===== config.mk =====
export PLATFORM = sky130hd
export DESIGN_NAME = u_s2b_frame_cnt
export DESIGN_NICKNAME = d
export VERILOG_FILES = /design/src/rtl/s2b_pkg.sv /design/src/rtl/u_en_upcnt.sv /design/src/rtl/u_s2b_frame_cnt.sv
export SDC_FILE = /design/constraint.sdc
export NUM_CORES = 1
export LEC_CHECK = 0
export CELL_PAD_IN_SITES_DETAIL_PLACEMENT = 0
export CELL_PAD_IN_SITES_GLOBAL_PLACEMENT = 1
export CORE_MARGIN = 2
export CORE_UTILIZATION = 37
export CTS_CLUSTER_SIZE = 40
export DETAILED_ROUTE_END_ITERATION = 6
export PLACE_DENSITY_LB_ADDON = 0.1
export RECOVER_POWER = 100
export SLEW_MARGIN = 20
export SYNTH_ARGS = -nofsm -noshare
export SYNTH_HDL_FRONTEND = slang
export SYNTH_SLANG_ARGS = --single-unit
export TNS_END_PERCENT = 50

===== constraint.sdc =====
create_clock -name clk -period 1.75 [get_ports clk]
set_input_delay 0.2625 -clock clk [delete_from_list [all_inputs] [get_ports clk]]
set_output_delay 0.2625 -clock clk [all_outputs]
set_load 0.01 [all_outputs]

===== src/rtl/s2b_pkg.sv =====
// Shared types and width helpers for the stochastic-to-binary frame counter.
package s2b_pkg;

  typedef enum logic [1:0] {IDLE, RUN, HOLD} state_t;

  // Counter width holding 0..2**log_len inclusive; result width is one more.
  function automatic int cnt_w(input int log_len);
    return log_len + 1;
  endfunction

endpackage


===== src/rtl/u_en_upcnt.sv =====
// Enable/clear up-counter of width W with asynchronous active-low reset.
module u_en_upcnt #(
  parameter int W = 5
) (
  input  logic         clk,
  input  logic         rst_n,
  input  logic         clr,
  input  logic         en,
  output logic [W-1:0] cnt
);

  always_ff @(posedge clk or negedge rst_n) begin
    if (!rst_n)   cnt <= '0;
    else if (clr) cnt <= '0;
    else if (en)  cnt <= cnt + W'(1);
  end

endmodule


===== src/rtl/u_s2b_frame_cnt.sv =====
// Counts ones in a programmable-length frame of a unary stream; valid/ready result.
// Define S2B_BIPOLAR_EN for a signed result 2*ones - len instead of the raw count.
module u_s2b_frame_cnt
  import s2b_pkg::*;
#(
  parameter int LOG_LEN = 4
) (
  input  logic                clk,
  input  logic                rst_n,
  input  logic                start,
  input  logic [LOG_LEN:0]    len,
  input  logic                in_bit,
  input  logic                in_valid,
  output logic                busy,
  output logic [LOG_LEN+1:0]  out_cnt,
  output logic                out_valid,
  input  logic                out_ready
);

  localparam int CW      = cnt_w(LOG_LEN);
  localparam int OW      = CW + 1;
  localparam int MAX_LEN = 2 ** LOG_LEN;

  state_t          state, state_next;
  logic [CW-1:0]   len_q, len_eff, smp_cnt, one_cnt, one_next;
  logic [OW-1:0]   result;
  logic            start_acc, run, last;

  assign len_eff   = (len > CW'(MAX_LEN)) ? CW'(MAX_LEN) : len;
  assign start_acc = start && (state == IDLE);
  assign run       = (state == RUN);
  assign last      = run && in_valid && (smp_cnt == len_q - CW'(1));
  assign one_next  = one_cnt + CW'(in_bit);
  assign busy      = run;
  assign out_valid = (state == HOLD);

  // The final sample is still in flight on the last cycle, so fold it in here.
`ifdef S2B_BIPOLAR_EN
  assign result = {one_next, 1'b0} - {1'b0, len_q};
`else
  assign result = {1'b0, one_next};
`endif

  u_en_upcnt #(.W(CW)) u_smp_cnt (
    .clk   (clk),
    .rst_n (rst_n),
    .clr   (start_acc),
    .en    (run && in_valid),
    .cnt   (smp_cnt)
  );

  u_en_upcnt #(.W(CW)) u_one_cnt (
    .clk   (clk),
    .rst_n (rst_n),
    .clr   (start_acc),
    .en    (run && in_valid && in_bit),
    .cnt   (one_cnt)
  );

  always_ff @(posedge clk or negedge rst_n) begin
    if (!rst_n) state <= IDLE;
    else        state <= state_next;
  end

  always_comb begin
    state_next = state;
    case (state)
      IDLE:    if (start_acc) state_next = (len_eff == '0) ? HOLD : RUN;
      RUN:     if (last)      state_next = HOLD;
      HOLD:    if (out_ready) state_next = IDLE;
      default:                state_next = IDLE;
    endcase
  end

  always_ff @(posedge clk or negedge rst_n) begin
    if (!rst_n) begin
      len_q   <= '0;
      out_cnt <= '0;
    end else begin
      if (start_acc) len_q <= len_eff;
      if (start_acc && (len_eff == '0)) out_cnt <= '0;
      else if (last)                    out_cnt <= result;
    end
  end

  a_len_legal: assert property (@(posedge clk) disable iff (!rst_n)
    start_acc |-> (len <= CW'(MAX_LEN)));

endmodule

==> results.toml, run 1 <==
[outcome]
status = "complete, no violations"

[timing]
min_period_ns = 1.71
drv_slew = 0
period_share = 0.975
max_slew_margin = 0.190
setup_violations = 0
worst_pin_slew_ns = 1.22
fmax_ghz = 0.586
rsz0062_at_grt = "true"
clock_skew_ns = 0.00727
setup_tns_ns = 0
setup_slack_ns = 0.0429
hold_viol = 0

[critical_path]
critPathKind = "reg -> reg"
r2r_slack_ns = 0.04
arrival_ns = 1.91
r2r_end = "out_cnt[1]"
worstPathMaxFanout = 5
crit_required_ns = 1.95
crit_path_start_kind = "flip-flop"
r2r-start = "len_q[0]"
endpoint_kind = "flip-flop"
reg2regPathDepth = 7

[logic_synthesis]
syn_nets = 140
synthCells = 124
syn_area_per_cell_um2 = 10.0
ys_types = 38
synth-seq-area-share = 0.442
syn_area_um2 = 1240
ys_warn_count = 0
synth_seq_cells = 22

[die]
core_um2 = 3280
die_h_um = 62.0
die-area_um2 = 3840
die_width_um = 62.0
rows = 21
initial_core_util = 0.379
ios = 19

[route]
firstDrtPassIters = 4
wl_per_cell_um = 12.9
drt_wl_total_mm = 2.51
ant_nets = 0
drc_errors = 0
route.vias.total = 968
viasPerCell = 4.96
first_iter_violations = 24

[global_routing]
antenna_found_initial = 0
grt_pass1_wl_mm = 4.13
overflow = 0
grt_pass1_vias = 935
grt_start_max_net_pins = 23
grtUsageTotal = 0.148

[finish]
final_cell_mix = "dfrtp_1, nor2_1, nand2_1"
drive_gt1_frac = 0.215
instances_no_fill = 195
diodes = 0
final_core_util = 0.485
area_delta_synth_final_pct = 28.0
layout.nets = 167
final_common_cell = "dfrtp_1"

[placed_design]
hpwl_mm = 1.87
port_buffers = 17
dp_slack_ns = -0.106
dp_cells = 189
place_congestion = 0.773

[hold_path]
hold_end = "state[1]"
hold_path.class = "reg -> reg"
worstHoldPathCells = 1
hold_start = "state[0]"

[clocking]
ctsHoldBuffers = 0
cts_sinks = 22
cts_buffers = 3
h-tree-depth = 1
cts.path.max_buffers = 2
ctsRootBufferMaster = "clkbuf_4"
path_clk_slew_ns = 0.12
clkLatencyLatePin_ns = 0.30
cts_tree = "yes"

[power_and_ir_drop]
irDropWorstVdd_v = 0.000614
leakage_nw = 0.679
total_power_mw = 2.47
power_density_nw_per_um2 = 1550

[run]
drv_cap = 0
worst max-delay path by stage:
stage | startpoint | end | slack, ns | depth (start not counted)
floorplan | len_q[0] | out_cnt[0] | 0.07 | 7
global placement | len[1] | out_cnt[3] | -0.09 | 5
detailed placement | len[1] | state[1] | -0.11 | 6
CTS | len_q[0] | out_cnt[2] | 0.01 | 7
global route | len_q[1] | out_cnt[3] | -0.07 | 7
finish | len_q[0] | out_cnt[1] | 0.04 | 7
through the flow:
step | area [um2] | hold WS, ns
detailed placement | 1500 | 0.521
global route | 1590 | 0.557
global placement | 1500 | 0.506
finish | 1590 | 0.539
floorplan | 1240 | -0.0331
CTS | 1520 | 0.305
routing by layer:
layer  global-route usage  share of wire  vias to the layer above
met1                0.185           0.43                      465
met5                    0              0                        -
met4               0.0547          0.014                        0
met2                0.256           0.52                       16
met3               0.0248          0.036                        4
li1                     -              -                      483
where the power goes:
group	total [mW]	leakage [nW]	internal, mW	switching [mW]
sequential	0.900	0.285	0.701	0.199
combinational	1.34	0.381	0.681	0.659
clock	0.227	0.0138	0.0803	0.147
critical path, cell delays in order (launching register included):
cell and delay [ns]:
dfrtp_1 0.38, inv_2 0.06, ha_4 0.16, or2b_1 0.27, o211a_4 0.17, o31a_4 0.32
o21ai_0 0.16, a21oi_1 0.08
synthesized netlist by cell type, drive strengths merged:
cell	number	area [um2]
a211oi	3	22.5
a21oi	6	33.8
a22o	1	8.76
and2	2	12.5
and3	1	6.26
and3b	1	8.76
buf	3	23.8
clkbuf	3	11.3
conb	1	3.75
dfrtp	22	551
ha	5	62.6
inv	3	11.3
mux2	2	22.5
mux2i	1	10.0
nand2	11	41.3
nand2b	1	6.26
nand3	5	25.0
nand3b	4	30.0
nand4	4	25.0
nand4bb	1	11.3
nor2	13	53.8
nor2b	2	12.5
nor3	2	10.0
o211a	1	10.0
o21ai	6	30.0
o22ai	1	12.5
o31a	1	10.0
o31ai	1	21.3
or2b	1	7.51
or4	1	11.3
xnor2	5	43.8
xor2	10	95.1
cells by family after synthesis:
group / share of synthesized area
simple gates: 0.210
flops: 0.442
compound gates: 0.120
xor+xnor: 0.112
buf+inv: 0.0372
fa+ha+maj: 0.0503
mux: 0.0261
other cells: 0.00301
registers in the layout (all words and copies together) (netlist names):
signal	count
state	2
u_one_cnt.cnt	5
out_cnt	5
u_smp_cnt.cnt	5
len_q	5
what timing repair did:
item,in CTS,in global routing
buffers inserted,0,3
resized for setup,3,14
setup endpoints to repair,3,7
cell type report:
| type | count | area (um2) |
|---|---|---|
| Fill cell | 316 | 1690 |
| Tap cell | 46 | 57.6 |
| Clock buffer | 3 | 22.5 |
| Sequential cell | 22 | 551 |
| Inverter | 3 | 11.3 |
| Timing Repair Buffer | 28 | 240 |
| Multi-Input combinational cell | 93 | 712 |
Power figures use the tool's default switching activity.
==> run 2, diff against run 1 <==
SKIP_CTS_REPAIR_TIMING = 1   (was not set)
SLEW_MARGIN = not set   (was 20)
==> results.toml, run 2 (same netlist as run 1, synthesis figures left out) <==
[outcome]
status = "complete, no violations"

[finish]
diodes = 0
final_common_cell = "dfrtp_1"
drive_gt1_frac = 0.161
layout.nets = 167
area_delta_synth_final_pct = 23.8
final_cell_mix = "dfrtp_1, nor2_1, nand2_1"
final_cell_area_um2 = 1540

[power_and_ir_drop]
leakage_nw = 0.672
clkPwrFrac = 0.100
p_sw_frac = 0.401
seq_power_share = 0.387
power_frac_comb = 0.513
irDropWorstVdd_v = 0.000537
power_density_nw_per_um2 = 1490
p_int_mw = 1.37
p_switching_mw = 0.920

[critical_path]
crit_start = "len_q[0]"
worstPathMaxFanout = 5
cp_num_buf_inv = 1
cp-endpoint = "out_cnt[3]"
path_depth = 7
r2r_slack_ns = 0.04
cp_slowest_cell = "dfrtp_1"
cp_top_family = "compound AO/OA/AOI/OAI gates"
crit_required_ns = 1.98
slowest_delay_ns = 0.37
arrival_ns = 1.94
critPathKind = "reg -> reg"
r2r-start = "len_q[0]"
crit_chain = "inv_1, ha_1, or2b_1, o211a_2, o31ai_4, a21oi_1, a211oi_2"
r2r_end = "out_cnt[3]"
crit_path_start_kind = "flip-flop"
endpoint_kind = "flip-flop"
reg2regPathDepth = 7

[route]
drt_wl_total_mm = 2.42
wl_per_cell_um = 12.4
ant_nets = 0
viasPerCell = 4.96
drc_errors = 0
route.vias.total = 967
firstDrtPassIters = 4
first_iter_violations = 32

[global_routing]
overflow = 0
grt_pass1_vias = 932
antenna_found_initial = 0
grt_start_max_net_pins = 23
grtUsageTotal = 0.149
grt_pass1_wl_mm = 4.15

[hold_path]
hold_path.class = "in -> reg"

[clocking]
clkLatencyLatePin_ns = 0.31
path_clk_slew_ns = 0.12
ctsRootBufferMaster = "clkbuf_4"
h-tree-depth = 1
cts_sinks = 22
cts_buffers = 3
cts.path.max_buffers = 2
cts_tree = "yes"

[placed_design]
port_buffers = 17
place_area_um2 = 1500
hpwl_mm = 1.87
place_congestion = 0.773

[timing]
period_share = 0.977
worst_pin_slew_ns = 1.22
setup_tns_ns = 0
rsz0062_at_grt = "true"
clock_skew_ns = 0.00785
min_period_ns = 1.71
drv_slew = 0
fmax_ghz = 0.585
hold_viol = 0
max_slew_margin = 0.187
setup_violations = 0

[run]
drv_cap = 0

[die]
die_h_um = 62.0
initial_core_util = 0.379
rows = 21
ios = 19
core_um2 = 3280
die_width_um = 62.0
die-area_um2 = 3840
## run 2: how the worst min path moves through the flow
stage / from / slack (ns) / cells past startpoint / endpoint
after CTS: rst_n / 0.31 / 2 / out_cnt[3]
after floorplan: rst_n / -0.03 / 0 / len_q[0]
after global placement: state[0] / 0.51 / 1 / state[1]
after detailed placement: len_q[4] / 0.52 / 2 / len_q[4]
final: len[2] / 0.54 / 3 / len_q[2]
after global routing: len[2] / 0.56 / 3 / len_q[2]
## run 2: final cells by class
class | instances | area [um2]
Multi-Input combinational cell | 93 | 664
Fill cell | 329 | 1740
Inverter | 3 | 11.3
Sequential cell | 22 | 551
Clock buffer | 3 | 22.5
Timing Repair Buffer | 28 | 235
Tap cell | 46 | 57.6
## run 2: per-layer routing
layer  share of wire  up-vias  GRT usage
li1                -      484          -
met1            0.43      453      0.187
met2            0.51       26      0.254
met3           0.051        4     0.0248
met4           0.014        0     0.0547
met5               0        -          0
## run 2: worst min-delay path, cell delays in order
cell and delay, ns:
clkdlybuf4s50_1 0.42, nand3b_1 0.09, nand2_1 0.05
## run 2: stage by stage
stage / power (mW) / setup WS (ns) / util / cells / hold slack (ns)
floorplan: 1.69 / 0.0654 / - / 124 / -0.0331
global placement: 2.04 / -0.0943 / 0.456 / 189 / 0.506
detailed placement: 2.05 / -0.106 / 0.456 / 189 / 0.521
CTS: 2.29 / -0.0160 / 0.463 / 192 / 0.305
global route: 2.52 / -0.0742 / 0.469 / 195 / 0.557
finish: 2.30 / 0.0401 / 0.469 / 195 / 0.537
## run 2: power by group through the flow
stage	sequential [mW]	clock (mW)	combinational, mW
2_1_floorplan	0.881	0	0.813
3_3_place_gp	0.904	0	1.13
3_5_place_dp	0.908	0	1.15
4_1_cts	0.897	0.247	1.15
5_1_grt	0.928	0.264	1.32
6_report	0.887	0.230	1.18
